<file path="config.mk">
export PLATFORM = sky130hd
export DESIGN_NAME = instr_sequencer
export DESIGN_NICKNAME = d
export VERILOG_FILES = /design/src/rtl/instr_sequencer.sv
export SDC_FILE = /design/constraint.sdc
export NUM_CORES = 1
export LEC_CHECK = 0
export CAP_MARGIN = 40
export CORE_MARGIN = 3
export CORE_UTILIZATION = 43
export CTS_BUF_LIST = sky130_fd_sc_hd__clkbuf_4 sky130_fd_sc_hd__clkbuf_8
export CTS_CLUSTER_DIAMETER = 80
export DETAILED_ROUTE_END_ITERATION = 6
export MAX_ROUTING_LAYER = met4
export PLACE_DENSITY = 0.82
export SLEW_MARGIN = 10
export SYNTH_ARGS = -nofsm -noshare
export SYNTH_HDL_FRONTEND = slang
export SYNTH_SLANG_ARGS = --single-unit
</file>
<file path="constraint.sdc">
create_clock -name CLK -period 1.44 [get_ports CLK]
set_input_delay 0.216 -clock CLK [delete_from_list [all_inputs] [get_ports CLK]]
set_output_delay 0.216 -clock CLK [all_outputs]
set_load 0.02 [all_outputs]
</file>
<file path="src/rtl/instr_sequencer.sv">
// Major-state sequencer for the PDP-8 core: walks each instruction through
// FETCH/LOAD/DECODE, optional DEFER and EXEC, with run/step/halt and bus timeout.
module instr_sequencer #(
    parameter int unsigned TMO_CYCLES = 15
) (
    input  logic        CLK,
    input  logic        RESET,
    input  logic        run,
    input  logic        step,
    input  logic        irqReq,
    input  logic        ionEnable,
    input  logic [11:0] ir,
    input  logic        memAck,
    output logic        memReq,
    output logic        memWrite,
    output logic        ckFetch,
    output logic        irqOverride,
    output logic        irqAck,
    output logic        pcInc,
    output logic        isFetch,
    output logic        isDefer,
    output logic        isExec,
    output logic        halted,
    output logic        busErr
);

    typedef enum logic [2:0] {
        S_HALT, S_FETCH, S_LOAD, S_DECODE, S_DEFER, S_EXEC
    } state_t;

    localparam logic [7:0] TMO_LAST = 8'(TMO_CYCLES - 1);

    state_t     state_q, state_d;
    logic       stepping_q, stepping_d;
    logic       irq_take_q, irq_take_d;
    logic       isz_wr_q, isz_wr_d;
    logic       gap_q, gap_d;
    logic [7:0] tmo_cnt_q, tmo_cnt_d;
    logic       bus_err_q, bus_err_d;

    logic [2:0] op;
    logic       ind;
    logic       mem_state;
    logic       mem_req;
    logic       ack;
    logic       timeout;
    logic       boundary;

    assign op  = ir[11:9];
    assign ind = ir[8];

    // A request is suppressed for the one cycle after any acknowledged cycle;
    // this also provides the idle cycle between the ISZ read and write.
    assign mem_state = (state_q == S_FETCH) || (state_q == S_DEFER) || (state_q == S_EXEC);
    assign mem_req   = mem_state && !gap_q;
    assign ack       = mem_req && memAck;
    assign timeout   = mem_req && !memAck && (tmo_cnt_q == TMO_LAST);

    always_comb begin
        state_d    = state_q;
        stepping_d = stepping_q;
        irq_take_d = irq_take_q;
        isz_wr_d   = isz_wr_q;
        gap_d      = ack;
        tmo_cnt_d  = (mem_req && !memAck) ? tmo_cnt_q + 8'd1 : 8'd0;
        bus_err_d  = bus_err_q;
        boundary   = 1'b0;

        case (state_q)
            S_HALT: begin
                if (!bus_err_q && (run || step)) begin
                    state_d    = S_FETCH;
                    stepping_d = step;
                end
            end
            S_FETCH:  if (ack) state_d = S_LOAD;
            S_LOAD:   state_d = S_DECODE;
            S_DECODE: begin
                if (op <= 3'd5 && ind) begin
                    state_d = S_DEFER;
                end else if (op <= 3'd4) begin
                    state_d  = S_EXEC;
                    isz_wr_d = 1'b0;
                end else begin
                    boundary = 1'b1;
                end
            end
            S_DEFER: begin
                if (ack) begin
                    if (op == 3'd5) begin
                        boundary = 1'b1;
                    end else begin
                        state_d  = S_EXEC;
                        isz_wr_d = 1'b0;
                    end
                end
            end
            S_EXEC: begin
                if (ack) begin
                    if (op == 3'd2 && !isz_wr_q) isz_wr_d = 1'b1;
                    else                         boundary = 1'b1;
                end
            end
            default: state_d = S_HALT;
        endcase

        if (boundary) begin
            state_d    = (run && !stepping_q) ? S_FETCH : S_HALT;
            stepping_d = 1'b0;
        end

        if (timeout) begin
            state_d    = S_HALT;
            bus_err_d  = 1'b1;
            tmo_cnt_d  = 8'd0;
            stepping_d = 1'b0;
        end

        // Interrupts are sampled only on the cycle FETCH is entered.
        if (state_d == S_FETCH && state_q != S_FETCH)
            irq_take_d = irqReq && ionEnable;
    end

    always_ff @(posedge CLK) begin
        if (RESET) begin
            state_q    <= S_HALT;
            stepping_q <= 1'b0;
            irq_take_q <= 1'b0;
            isz_wr_q   <= 1'b0;
            gap_q      <= 1'b0;
            tmo_cnt_q  <= 8'd0;
            bus_err_q  <= 1'b0;
        end else begin
            state_q    <= state_d;
            stepping_q <= stepping_d;
            irq_take_q <= irq_take_d;
            isz_wr_q   <= isz_wr_d;
            gap_q      <= gap_d;
            tmo_cnt_q  <= tmo_cnt_d;
            bus_err_q  <= bus_err_d;
        end
    end

    assign memReq      = mem_req;
    assign memWrite    = mem_req && (state_q == S_EXEC) &&
                         (op == 3'd3 || op == 3'd4 || (op == 3'd2 && isz_wr_q));
    assign ckFetch     = (state_q == S_LOAD);
    assign irqOverride = irq_take_q && ((state_q == S_FETCH) || (state_q == S_LOAD));
    assign irqAck      = (state_q == S_LOAD) && irq_take_q;
    assign pcInc       = (state_q == S_LOAD) && !irq_take_q;
    assign isFetch     = (state_q == S_FETCH) || (state_q == S_LOAD) || (state_q == S_DECODE);
    assign isDefer     = (state_q == S_DEFER);
    assign isExec      = (state_q == S_EXEC);
    assign halted      = (state_q == S_HALT);
    assign busErr      = bus_err_q;

endmodule

</file>
== Word-level counts from Yosys, hierarchy flattened ==
Cells that the tools add are included.
Word-level totals
  input port bits: 19
  word-level logic and storage cells: 88
  register bits: 16
  output and inout port bits: 11
Cells by class
  reductions and logical operators: 35
  order comparisons: 2
  muxes and demuxes: 24
  $add $sub $neg: 1
  bitwise gates (word level): 1
  equality and inequality tests: 18
Operator list (count)
  $mux 3: 8
  $pmux 3 s6: 1
  $logic_and 1x1->1: 16
  $mux 1: 13
  $eq 3x2->1 const B: 4
  $eq 3x3->1 const B: 4
  $add 8x1->8 const B: 1
  $eq 8x4->1 const B: 1
  $logic_or 1x1->1: 7
  $reduce_and 7->1: 1
  $eq 3x1->1 const B: 2
  $le 3x3->1 const B: 2
  $logic_not 1->1: 6
  $ne 2x1->1 const B: 3
  $ne 2x2->1 const B: 3
  $pmux 1 s3: 2
  $reduce_or 3->1: 2
  $logic_not 3->1: 1
  $ne 3x1->1 const B: 1
  $reduce_bool 3->1: 1
  $reduce_and 2->1: 1
  $not 1->1: 1

== Depth between registers and ports, before layout ==
  depth in word-level cells: 11
  mapped depth: 6
  mapped depth without buffers: 6

== Least setup slack after synthesis ==
No wires, ideal clock.
  path type: register -> register
  start: register tmo_cnt_q[0]
  end: register irq_take_q
  setup time: 0.118 ns
  buffers on the path: 0
  data arrival time: 1.448 ns
  period minus slack after synthesis: 1.566 ns
  slack: -0.126 ns
  stages on the path, launching flop included: 7
  data required time: 1.322 ns
  cells stage by stage: dfxtp_1 > inv_1 > ha_1 > and4b_1 > a221o_1 > o22a_1 > mux2i_1
Between the ends
  word-level cells in the longest chain between the ends: 5
RTL lines
  from (decl): line 38  | logic [7:0] tmo_cnt_q, tmo_cnt_d;
  from (signal assigned): line 139  | tmo_cnt_q <= tmo_cnt_d;
  $eq 8x4->1: line 57  | assign timeout = mem_req && !memAck && (tmo_cnt_q == TMO_LAST);
  $logic_and 1x1->1: line 57
  $mux 3: line 112  | if (timeout) begin
  $eq 3x1->1: line 120  | if (state_d == S_FETCH && state_q != S_FETCH)
  $logic_and 1x1->1: line 120
  to (signal assigned): line 136  | irq_take_q <= irq_take_d;
  to (decl): line 35  | logic irq_take_q, irq_take_d;
No other way between the ends.
A chain may end at the register's enable or synchronous reset.

== Worst setup path after layout ==
  start: input port ir[10]
  end: register state_q[1]
Between the ends
  word-level cells in the longest chain between the ends: 7
  elaborated cells on any way between the ends: 20
  classes of those cells: 2 x order compare; 2 x eq/ne; 14 x mux; 2 x reduce/logical
RTL lines
  from (decl): line 12  | input logic [11:0] ir,
  branches (longest 5 deep; another with $le 3x3->1)
  $mux 3 (*): line 107  | if (boundary) begin
  $mux 3 (*): line 112
  to (signal assigned): line 134  | state_q <= state_d;
  to (decl): line 33  | state_t state_q, state_d;
Mark *: on every way between the ends.

==> impl_metrics.json <==
{
  "port_buffers": 21,
  "grt_max_degree": 10,
  "ys_seq_elements": 16,
  "worst_hold_slack_ns": 0.5091,
  "crit_path_top_delay_cell": "clkdlybuf4s50_1",
  "via_per_inst": 5.711,
  "regArea_sq_um": 330.3,
  "multi_input_area_sq_um": 728.2,
  "hold_depth": 2,
  "rsz0062_at_grt": "yes",
  "period_needed_ns": 1.591,
  "wl_per_cell_um": 16.24,
  "clk_latency_ns": 0.28,
  "maxCapViolCount": 0,
  "clock-sinks": 16,
  "vias": 1205,
  "crit_chain": "clkdlybuf4s50_1, buf_6, nor4b_4, o22ai_2, a21boi_4, buf_6, nand2_4, nor3_2",
  "arrival_ns": 1.79,
  "cts_tree": "yes",
  "outcome": "finished, violations left",
  "power_frac_comb_pct": 32.4,
  "fillers": 112,
  "min-delay-path-class": "reg2reg",
  "place_ws_ns": -0.5405,
  "worstPathMaxFanout": 7,
  "wirelength_um": 3426,
  "switching_share_pct": 30.03,
  "synthArstFlopShare_pct": 0,
  "ys.flop_type": "dfxtp_1",
  "crit_type": "in2reg",
  "synth.avg_cell_area_sq_um": 7.987,
  "tightest_slew_ns": 0.3290,
  "busiest_layer": "met2",
  "ir_drop_uv": 668.6,
  "startpoint": "ir[10]",
  "ys_seq_area_share_pct": 33.42,
  "pwr-share-seq_pct": 42.4,
  "setup_violations": 12,
  "cp-start-kind": "primary input",
  "floorplan.initialDensity_pct": 46.94,
  "ioPinCount": 30,
  "intPower_mw": 0.7941,
  "ys_types": 39,
  "fin_skew_ns": 0.004339,
  "total_power_mw": 1.135,
  "grt_antenna_before_repair": 0,
  "netlist_area_sq_um": 958.4,
  "cts_buffers": 3,
  "fmax_ghz": 0.6284,
  "violations": "setup timing",
  "finalCritPeriodShare_pct": 110.5,
  "fp-row-count": 16,
  "drive_gt1_share_pct": 47.83,
  "relSlewSlack_pct": 77.84,
  "min_from": "tmo_cnt_q[0]$_SDFF_PP0_",
  "path_common_cell": "buf_6",
  "fin_cells": 211,
  "synthesis.nets": 141,
  "area_delta_synth_final_pct": 75.46,
  "grt_first_pass_wirelength_um": 4678,
  "drt_iter0_markers": 23,
  "syn_inst": 120,
  "final_max_slew_viol_count": 0,
  "synth_warnings": 0,
  "cp_data_required_time_ns": 1.64,
  "grt_pass1_vias": 1136,
  "htree_levels": 1,
  "clkPwrFrac_pct": 25.2,
  "met1_usage_pct": 23.89,
  "nNetsFinal": 206,
  "drc_errors": 0,
  "die_y_um": 53.21,
  "gr-total-overflow": 0,
  "dpl.hpwl_um": 2021,
  "power_density_mw_per_mm2": 674.9,
  "finalHoldViolations": 0,
  "worst_slack_ns": -0.1514,
  "firstDrtPassIters": 4,
  "grt_util_met3_pct": 4.507,
  "reg2reg_depth": 7,
  "cp_slowest_stage_delay_ns": 0.52,
  "grtUsageTotal_pct": 23.29,
  "placed_cells": 198,
  "final.setup.tns_ns": -0.8783,
  "antenna_left": 0,
  "coreArea_sq_mm": 0.002042,
  "synth_edf_count": 0,
  "fp.dieArea_sq_mm": 0.002831,
  "hold_buffers": 0,
  "globalplace.congestion": 0.9560,
  "use_met2_pct": 40.82,
  "cts_root_buf": "clkbuf_4",
  "clockBufferDepth": 2,
  "clkTransAtPathRegs_ns": 0.09,
  "switchingPower_mw": 0.3408,
  "r2r-start": "state_q[0]$_SDFF_PP0_",
  "p_leak_nw": 0.7308,
  "end_kind": "register",
  "num_antenna_cells": 0,
  "die_w_um": 53.21
}
==> cell usage in the layout, fill, tap and decap left out, types with 4 or more instances in the layout <==
cell type	instances
xor2_1	4
buf_6	8
clkdlybuf4s50_1	8
o21ai_0	5
dfxtp_1	12
inv_1	5
nor3_1	4
a21oi_2	4
a21oi_1	6
nor2_1	15
buf_4	43
nand2_1	4
==> layout make-up <==
| cell class | instances | area share (%) |
|---|---|---|
| Tap cell | 27 | 2.009 |
| Inverter | 5 | 1.116 |
| Multi-Input combinational cell | 94 | 43.30 |
| Sequential cell | 16 | 19.64 |
| Clock buffer | 4 | 2.158 |
| Timing Repair Buffer | 65 | 31.77 |
==> through the flow <==
stage / util, % / instance area, sq um
detailed placement: 70.53 / 1440
CTS: 75.98 / 1551
global placement: 70.53 / 1440
global route: 82.35 / 1682
finish: 82.35 / 1682
floorplan: - / 964.7
==> critical path: cells and delay by family <==
kind	cells	cell delay, ns
AND/OR/NAND/NOR	3	0.48
AO/OA/AOI/OAI	2	0.30
buffers and inverters	3	0.79
==> registers in the layout, summed over array words and instances (netlist names) <==
name / flops
stepping_q: 1
state_q: 3
irq_take_q: 1
gap_q: 1
tmo_cnt_q: 8
isz_wr_q: 1
busErr: 1
==> cell families after synthesis <==
logic type,synth area share (%)
AOI/OAI and AO/OA,19.45
buffers and inverters,5.222
xor gates and xnor gates,5.483
DFF,33.42
muxes,1.044
and+or+nand+nor,32.77
adders and majority gates,2.611
==> cells in the mapped netlist (all sizes together) (2+ instances only) <==
cell	number	area [sq um]
a21oi	10	50.05
a31oi	2	12.51
buf	5	31.28
dfxtp	16	320.3
ha	2	25.02
inv	5	18.77
nand2	6	22.52
nand2b	2	12.51
nand3	2	10.01
nand3b	3	22.52
nand4	2	12.51
nor2	17	63.81
nor3	7	35.03
nor3b	4	30.03
nor4b	2	23.77
o2111ai	2	17.52
o21ai	8	40.04
o22ai	2	12.51
xnor2	2	17.52
xor2	4	35.03
==> power by group through the flow <==
stage / registers, mW / clock network, mW / logic [mW]
2_1_floorplan: 0.476 / 0 / 0.150
3_3_place_gp: 0.485 / 0 / 0.290
3_5_place_dp: 0.486 / 0 / 0.298
4_1_cts: 0.476 / 0.300 / 0.315
5_1_grt: 0.482 / 0.314 / 0.392
6_report: 0.481 / 0.286 / 0.367
==> layer usage <==
layer | up-vias | part of all wire [%] | wire, um
met5 | - | 0 | 0
met4 | 0 | 3.5 | 121
met3 | 14 | 6.2 | 214
met2 | 50 | 54 | 1844
met1 | 579 | 36 | 1245
li1 | 562 | - | -
==> final timing paths <==
kind / slack, ns / endpoint
setup reg to reg: -0.15 / state_q[1]$_SDFF_PP0_
setup / recovery: -0.15 / state_q[1]$_SDFF_PP0_
hold reg to reg: 0.51 / tmo_cnt_q[0]$_SDFF_PP0_
hold / removal: 0.51 / tmo_cnt_q[0]$_SDFF_PP0_
==> timing repair <==
item	in CTS	in global routing
resized for setup	72	24
pin swaps	9	7
endpoints found under the setup margin	25	23
hold endpoints to repair	0	0
buffers inserted	4	5
No activity file was read; power rests on OpenSTA's default activity.
